===== config.mk =====
export PLATFORM = sky130hd
export DESIGN_NAME = prom_fetch_ctl
export DESIGN_NICKNAME = d
export VERILOG_FILES = /design/src/rtl/prom_fetch_ctl.sv
export SDC_FILE = /design/constraint.sdc
export NUM_CORES = 1
export LEC_CHECK = 0
export ABC_AREA = 1
export CAP_MARGIN = 20
export CORE_AREA = 2 2 80 113
export CTS_BUF_LIST = sky130_fd_sc_hd__clkbuf_8 sky130_fd_sc_hd__clkbuf_16
export DETAILED_ROUTE_END_ITERATION = 6
export DIE_AREA = 0 0 82 115
export DONT_BUFFER_PORTS = 1
export HOLD_SLACK_MARGIN = 0.06
export PLACE_DENSITY = 0.71
export SYNTH_ARGS = -nofsm -noshare
export SYNTH_HDL_FRONTEND = slang
export SYNTH_SLANG_ARGS = --single-unit

===== constraint.sdc =====
create_clock -name clk -period 2.74 [get_ports clk]
set_clock_uncertainty 0.2 [all_clocks]
set_input_delay 0.274 -clock clk [delete_from_list [all_inputs] [get_ports clk]]
set_output_delay 0.274 -clock clk [all_outputs]
set_load 0.05 [all_outputs]

===== src/rtl/prom_fetch_ctl.sv =====
// prom_fetch_ctl
//   Boot-PROM control and fetch sequencer for the microcode fetch path.
//   A fetch request whose PC falls in the low boot window, inside the PROM,
//   while the PROM is enabled, runs a registered read of a synchronous PROM
//   with ROM_LAT cycles of latency. The word is returned over a valid/ready
//   handshake. Any other request produces a one-cycle miss pulse, and the
//   I-RAM path serves that fetch instead.
//
// Ports
//   clk, reset_n                 clock, async active-low reset
//   pc, fetch_req                fetch PC and level request (taken when idle)
//   idebug, iwrited              inhibit the PROM (debug path / I-RAM write)
//   disable_set, disable_clr     sticky software PROM disable (set wins)
//   rom_data                     PROM read data
//   fetch_ready                  consumer accepts fetch_data
//   bottom_win, promenable       combinational window / enable decode
//   promdisabled                 sticky disable register
//   promce, promaddr             registered PROM strobe and address
//   fetch_valid, fetch_data      returned PROM word
//   fetch_miss                   one-cycle pulse for a request the PROM did not serve
//   fetch_busy                   a PROM fetch is in flight
//   fetch_cnt                    completed PROM fetches, saturating
//
// state | meaning
// IDLE  | waiting for a request; the hit/miss decision is made here
// READ  | PROM strobed, latency counter running down to capture
// HOLD  | word presented, waiting for fetch_ready
module prom_fetch_ctl #(
  parameter int PC_W      = 14,
  parameter int WINDOW_AW = 10,
  parameter int PROM_AW   = 9,
  parameter int DW        = 49,
  parameter int ROM_LAT   = 1,
  parameter int CNT_W     = 16
) (
  input  logic               clk,
  input  logic               reset_n,
  input  logic [PC_W-1:0]    pc,
  input  logic               fetch_req,
  input  logic               idebug,
  input  logic               iwrited,
  input  logic               disable_set,
  input  logic               disable_clr,
  input  logic [DW-1:0]      rom_data,
  input  logic               fetch_ready,
  output logic               bottom_win,
  output logic               promenable,
  output logic               promdisabled,
  output logic               promce,
  output logic [PROM_AW-1:0] promaddr,
  output logic               fetch_valid,
  output logic [DW-1:0]      fetch_data,
  output logic               fetch_miss,
  output logic               fetch_busy,
  output logic [CNT_W-1:0]   fetch_cnt
);

  localparam int LAT_W = $clog2(ROM_LAT + 1);

  typedef enum logic [1:0] {ST_IDLE, ST_READ, ST_HOLD} state_e;

  state_e             state_q, state_d;
  logic [LAT_W-1:0]   lat_q, lat_d;
  logic               promce_q, promce_d;
  logic [PROM_AW-1:0] promaddr_q, promaddr_d;
  logic               valid_q, valid_d;
  logic [DW-1:0]      data_q, data_d;
  logic               miss_q, miss_d;
  logic [CNT_W-1:0]   cnt_q, cnt_d;
  logic               dis_q, dis_d;
  logic               in_prom_sub;
  logic               in_prom;

  assign bottom_win = (pc[PC_W-1:WINDOW_AW] == '0);
  assign promenable = bottom_win & ~idebug & ~dis_q & ~iwrited;

  // When the PROM fills the whole window there are no bits between the two
  // address widths to check.
  generate
    if (WINDOW_AW > PROM_AW) begin : g_sub
      assign in_prom_sub = (pc[WINDOW_AW-1:PROM_AW] == '0);
    end else begin : g_full
      assign in_prom_sub = 1'b1;
    end
  endgenerate

  assign in_prom = promenable & in_prom_sub;

  always_comb begin
    state_d    = state_q;
    lat_d      = lat_q;
    promce_d   = 1'b0;
    promaddr_d = promaddr_q;
    valid_d    = valid_q;
    data_d     = data_q;
    miss_d     = 1'b0;
    cnt_d      = cnt_q;
    dis_d      = dis_q;

    if (disable_set)      dis_d = 1'b1;
    else if (disable_clr) dis_d = 1'b0;

    case (state_q)
      ST_IDLE: begin
        if (fetch_req) begin
          if (in_prom) begin
            promce_d   = 1'b1;
            promaddr_d = pc[PROM_AW-1:0];
            lat_d      = LAT_W'(ROM_LAT);
            state_d    = ST_READ;
          end else begin
            miss_d = 1'b1;
          end
        end
      end
      ST_READ: begin
        // Capture on the edge after the counter reaches zero, so valid rises
        // ROM_LAT+1 edges after the accepting edge.
        if (lat_q == '0) begin
          data_d  = rom_data;
          valid_d = 1'b1;
          state_d = ST_HOLD;
        end else begin
          lat_d = lat_q - LAT_W'(1);
        end
      end
      ST_HOLD: begin
        if (fetch_ready) begin
          valid_d = 1'b0;
          if (cnt_q != '1) cnt_d = cnt_q + CNT_W'(1);
          state_d = ST_IDLE;
        end
      end
      default: state_d = ST_IDLE;
    endcase
  end

  always_ff @(posedge clk or negedge reset_n) begin
    if (!reset_n) begin
      state_q    <= ST_IDLE;
      lat_q      <= '0;
      promce_q   <= 1'b0;
      promaddr_q <= '0;
      valid_q    <= 1'b0;
      data_q     <= '0;
      miss_q     <= 1'b0;
      cnt_q      <= '0;
      dis_q      <= 1'b0;
    end else begin
      state_q    <= state_d;
      lat_q      <= lat_d;
      promce_q   <= promce_d;
      promaddr_q <= promaddr_d;
      valid_q    <= valid_d;
      data_q     <= data_d;
      miss_q     <= miss_d;
      cnt_q      <= cnt_d;
      dis_q      <= dis_d;
    end
  end

  assign promdisabled = dis_q;
  assign promce       = promce_q;
  assign promaddr     = promaddr_q;
  assign fetch_valid  = valid_q;
  assign fetch_data   = data_q;
  assign fetch_miss   = miss_q;
  assign fetch_busy   = (state_q != ST_IDLE);
  assign fetch_cnt    = cnt_q;

endmodule

==> results.sh <==
export IMPL_clk_path_buf_depth=2
export IMPL_cp_start_kind="flip-flop"
export IMPL_rrSetupSlack_ns=0.51
export IMPL_worstHoldStart="fetch_req"
export IMPL_insertion_delay_ns=0.33
export IMPL_clock_sinks=81
export IMPL_ant_nets=0
export IMPL_r2r_end="fetch_miss"
export IMPL_p_total_mw=3.314
export IMPL_r2r_start="promdisabled"
export IMPL_vias_per_cell=4.975
export IMPL_synth_edff_count=0
export IMPL_syn_cell_area_um2=3717
export IMPL_core_area_um2=8408
export IMPL_fill_cells=675
export IMPL_tightest_slew_ns=0.6084
export IMPL_hp_class="in2reg"
export IMPL_worstSetupEndpointType="flip-flop"
export IMPL_final_util_pct=58.53
export IMPL_io_pins=152
export IMPL_critPathMaxFanout=3
export IMPL_cts_htree_levels=3
export IMPL_hold_ws_ns=0.1842
export IMPL_num_nets_final=491
export IMPL_arrival_ns=2.24
export IMPL_fmax_ghz=0.4485
export IMPL_setup_violations_final=0
export IMPL_num_rows=40
export IMPL_grt_pass1_vias=2720
export IMPL_tritoncts="built"
export IMPL_path_delay_family="buffers and inverters"
export IMPL_grt_antenna_before_repair=0
export IMPL_fp_dieW_um=82
export IMPL_path_cells="nor2_1, nand2_1, nor2_2, buf_4, nand2_1, nand2_1, nor2_1, dlygate4sd3_1"
export IMPL_post_cts_buffers=0
export IMPL_ir_worst_vdd_uv=480.6
export IMPL_synthFlopType="dfrtp_1"
export IMPL_maxSlewViolCount=0
export IMPL_syn2layout_area_growth_pct=32.38
export IMPL_power_frac_clock_pct=37.0
export IMPL_synthCells=329
export IMPL_p_switching_mw=1.079
export IMPL_grt_use_total_pct=19.41
export IMPL_leakagePower_nw=2.503
export IMPL_ys_ff_latch=81
export IMPL_ctsResizeCount=0
export IMPL_syn_num_nets=401
export IMPL_die_area_um2=9430
export IMPL_vias=2632
export IMPL_status="completed"
export IMPL_p_per_area_nw_per_um2=673.4
export IMPL_grt_pass1_wl_um=13560
export IMPL_ys_warn_count=0
export IMPL_critPathKind="reg2reg"
export IMPL_cp_num_buf_inv=2
export IMPL_clk_pin_slew_ns=0.06
export IMPL_finalCriticalPeriod_ns=2.230
export IMPL_synth_common_cells="nand2_1 (103), dfrtp_1 (81), mux2_4 (48)"
export IMPL_max_stage_delay_ns=0.54
export IMPL_wl_um=9096
export IMPL_gp_congestion=0.7543
export IMPL_async_reset_ff_share_pct=100.0
export IMPL_drive_gt1_share_pct=25.24
export IMPL_die_height_um=115
export IMPL_grt_max_degree=82
export IMPL_swShare_pct=32.55
export IMPL_portBuffers=0
export IMPL_cts_root_buf="clkbuf_16"
export IMPL_initial_core_util_pct=44.21
export IMPL_drv_cap=0
export IMPL_yosysMostFrequentCell="nand2_1"
export IMPL_crit_top_cell="nand2_1"
export IMPL_setup_tns_ns=0
export IMPL_synth_area_top_cells="dfrtp_1 (55%), mux2_4 (19%), nand2_1 (10%)"
export IMPL_yosysUniqueCellTypes=22
export IMPL_drc=0
export IMPL_hold_depth=2
export IMPL_num_antenna_cells=0
export IMPL_hold_end="state_q[0]"
export IMPL_avgRoutedWirePerCell_um=17.19
export IMPL_period_share_pct=81.38
export IMPL_first_iter_violations=121
export IMPL_yosysTopAreaCell="dfrtp_1"
export IMPL_rr_worst_depth=8
export IMPL_seq_power_share_pct=45.7
export IMPL_cp_required_ns=2.75
export IMPL_dp_hpwl_um=5846
export IMPL_firstDrtPassIters=4
export IMPL_p_int_mw=2.235
export IMPL_crit_start="promdisabled"
export IMPL_cts_hold_repair_buffers=66
export IMPL_crit_slowest_cell="dlygate4sd3_1"
export IMPL_hold_viol_final=0
export IMPL_max_slew_margin_rel_pct=59.40
export IMPL_overflow=0
export IMPL_syn_avg_cell_area_um2=11.30
export IMPL_p_comb_share_pct=17.3
export IMPL_yosysSeqAreaShare_pct=54.53
export IMPL_yosysTopAreaCellShare_pct=54.53
export IMPL_rsz0062_at_grt="no"
export IMPL_cts_buffers=9
## kinds of logic after synthesis
logic type	share of synthesized area (%)
xor+xnor	0.9426
buf+inv	4.241
flops	54.53
simple gates	17.37
compound gates	2.895
mux	19.69
fa+ha+maj	0.3365
## cell type report
type	instances	area, µm²	share of cell area [%]
clock inverters	7	85.08	1.729
inverters	21	78.83	1.602
multi-input cells	220	1533	31.15
flip-flops and latches	81	2027	41.19
well taps	105	131.4	2.670
repair buffers	86	840.8	17.09
clock buffers	9	225.2	4.577
## metal layers
metal | part of all wire, % | global-route usage (%) | up-vias | routed length, µm
met4 | 2.1 | 8.556 | 0 | 187
met1 | 37 | 19.98 | 1271 | 3333
met2 | 56 | 35.72 | 98 | 5063
met3 | 5.6 | 5.338 | 15 | 512
met5 | 0 | 0 | - | 0
li1 | - | - | 1248 | -
## worst max-delay path by stage
| stage | slack [ns] | cells after the start | end |
|---|---|---|---|
| final | 0.51 | 8 | fetch_miss |
| after global routing | 0.43 | 7 | promaddr[2] |
| after CTS | 0.50 | 8 | fetch_miss |
| after detailed placement | 0.57 | 7 | promaddr[5] |
| after global placement | 0.62 | 7 | promaddr[5] |
| after floorplan | 0.56 | 6 | promaddr[0] |
## flip-flops by register name (all words and copies together) (netlist names)
register and cells:
fetch_data 49, fetch_cnt 16, promaddr 9, state_q 2
fetch_miss 1, fetch_valid 1, lat_q 1, promce 1
promdisabled 1
## power by group through the flow
stage          Clock, mW  Combinational (mW)  Sequential (mW)
2_1_floorplan          0               0.215             1.66
3_3_place_gp           0               0.454             1.53
3_5_place_dp           0               0.464             1.54
4_1_cts             1.27               0.572             1.51
5_1_grt             1.32               0.619             1.52
6_report            1.23               0.573             1.51
## cell usage in the layout (no fill, tap or decap), types with 3 or more instances in the layout
cell type,netlist,layout
buf_4,0,19
clkbuf_16,0,9
clkinv_4,0,3
dfrtp_1,81,81
dlygate4sd3_1,0,65
inv_1,19,19
mux2_4,48,48
nand2_1,103,103
nand2_2,4,4
nand3_1,9,9
nand4_1,6,6
nor2_1,22,22
nor2_4,4,4
o21ai_0,4,4
o21ai_2,8,8
## stage by stage
stage               worst slack, ns  instances  cell area (µm²)
floorplan                    0.5650        329             3717
global placement             0.6235        447             3933
detailed placement           0.5742        447             3933
CTS                          0.5017        529             4921
global route                 0.4285        529             4921
finish                       0.5102        529             4921
(Power assumes the default switching activity.)
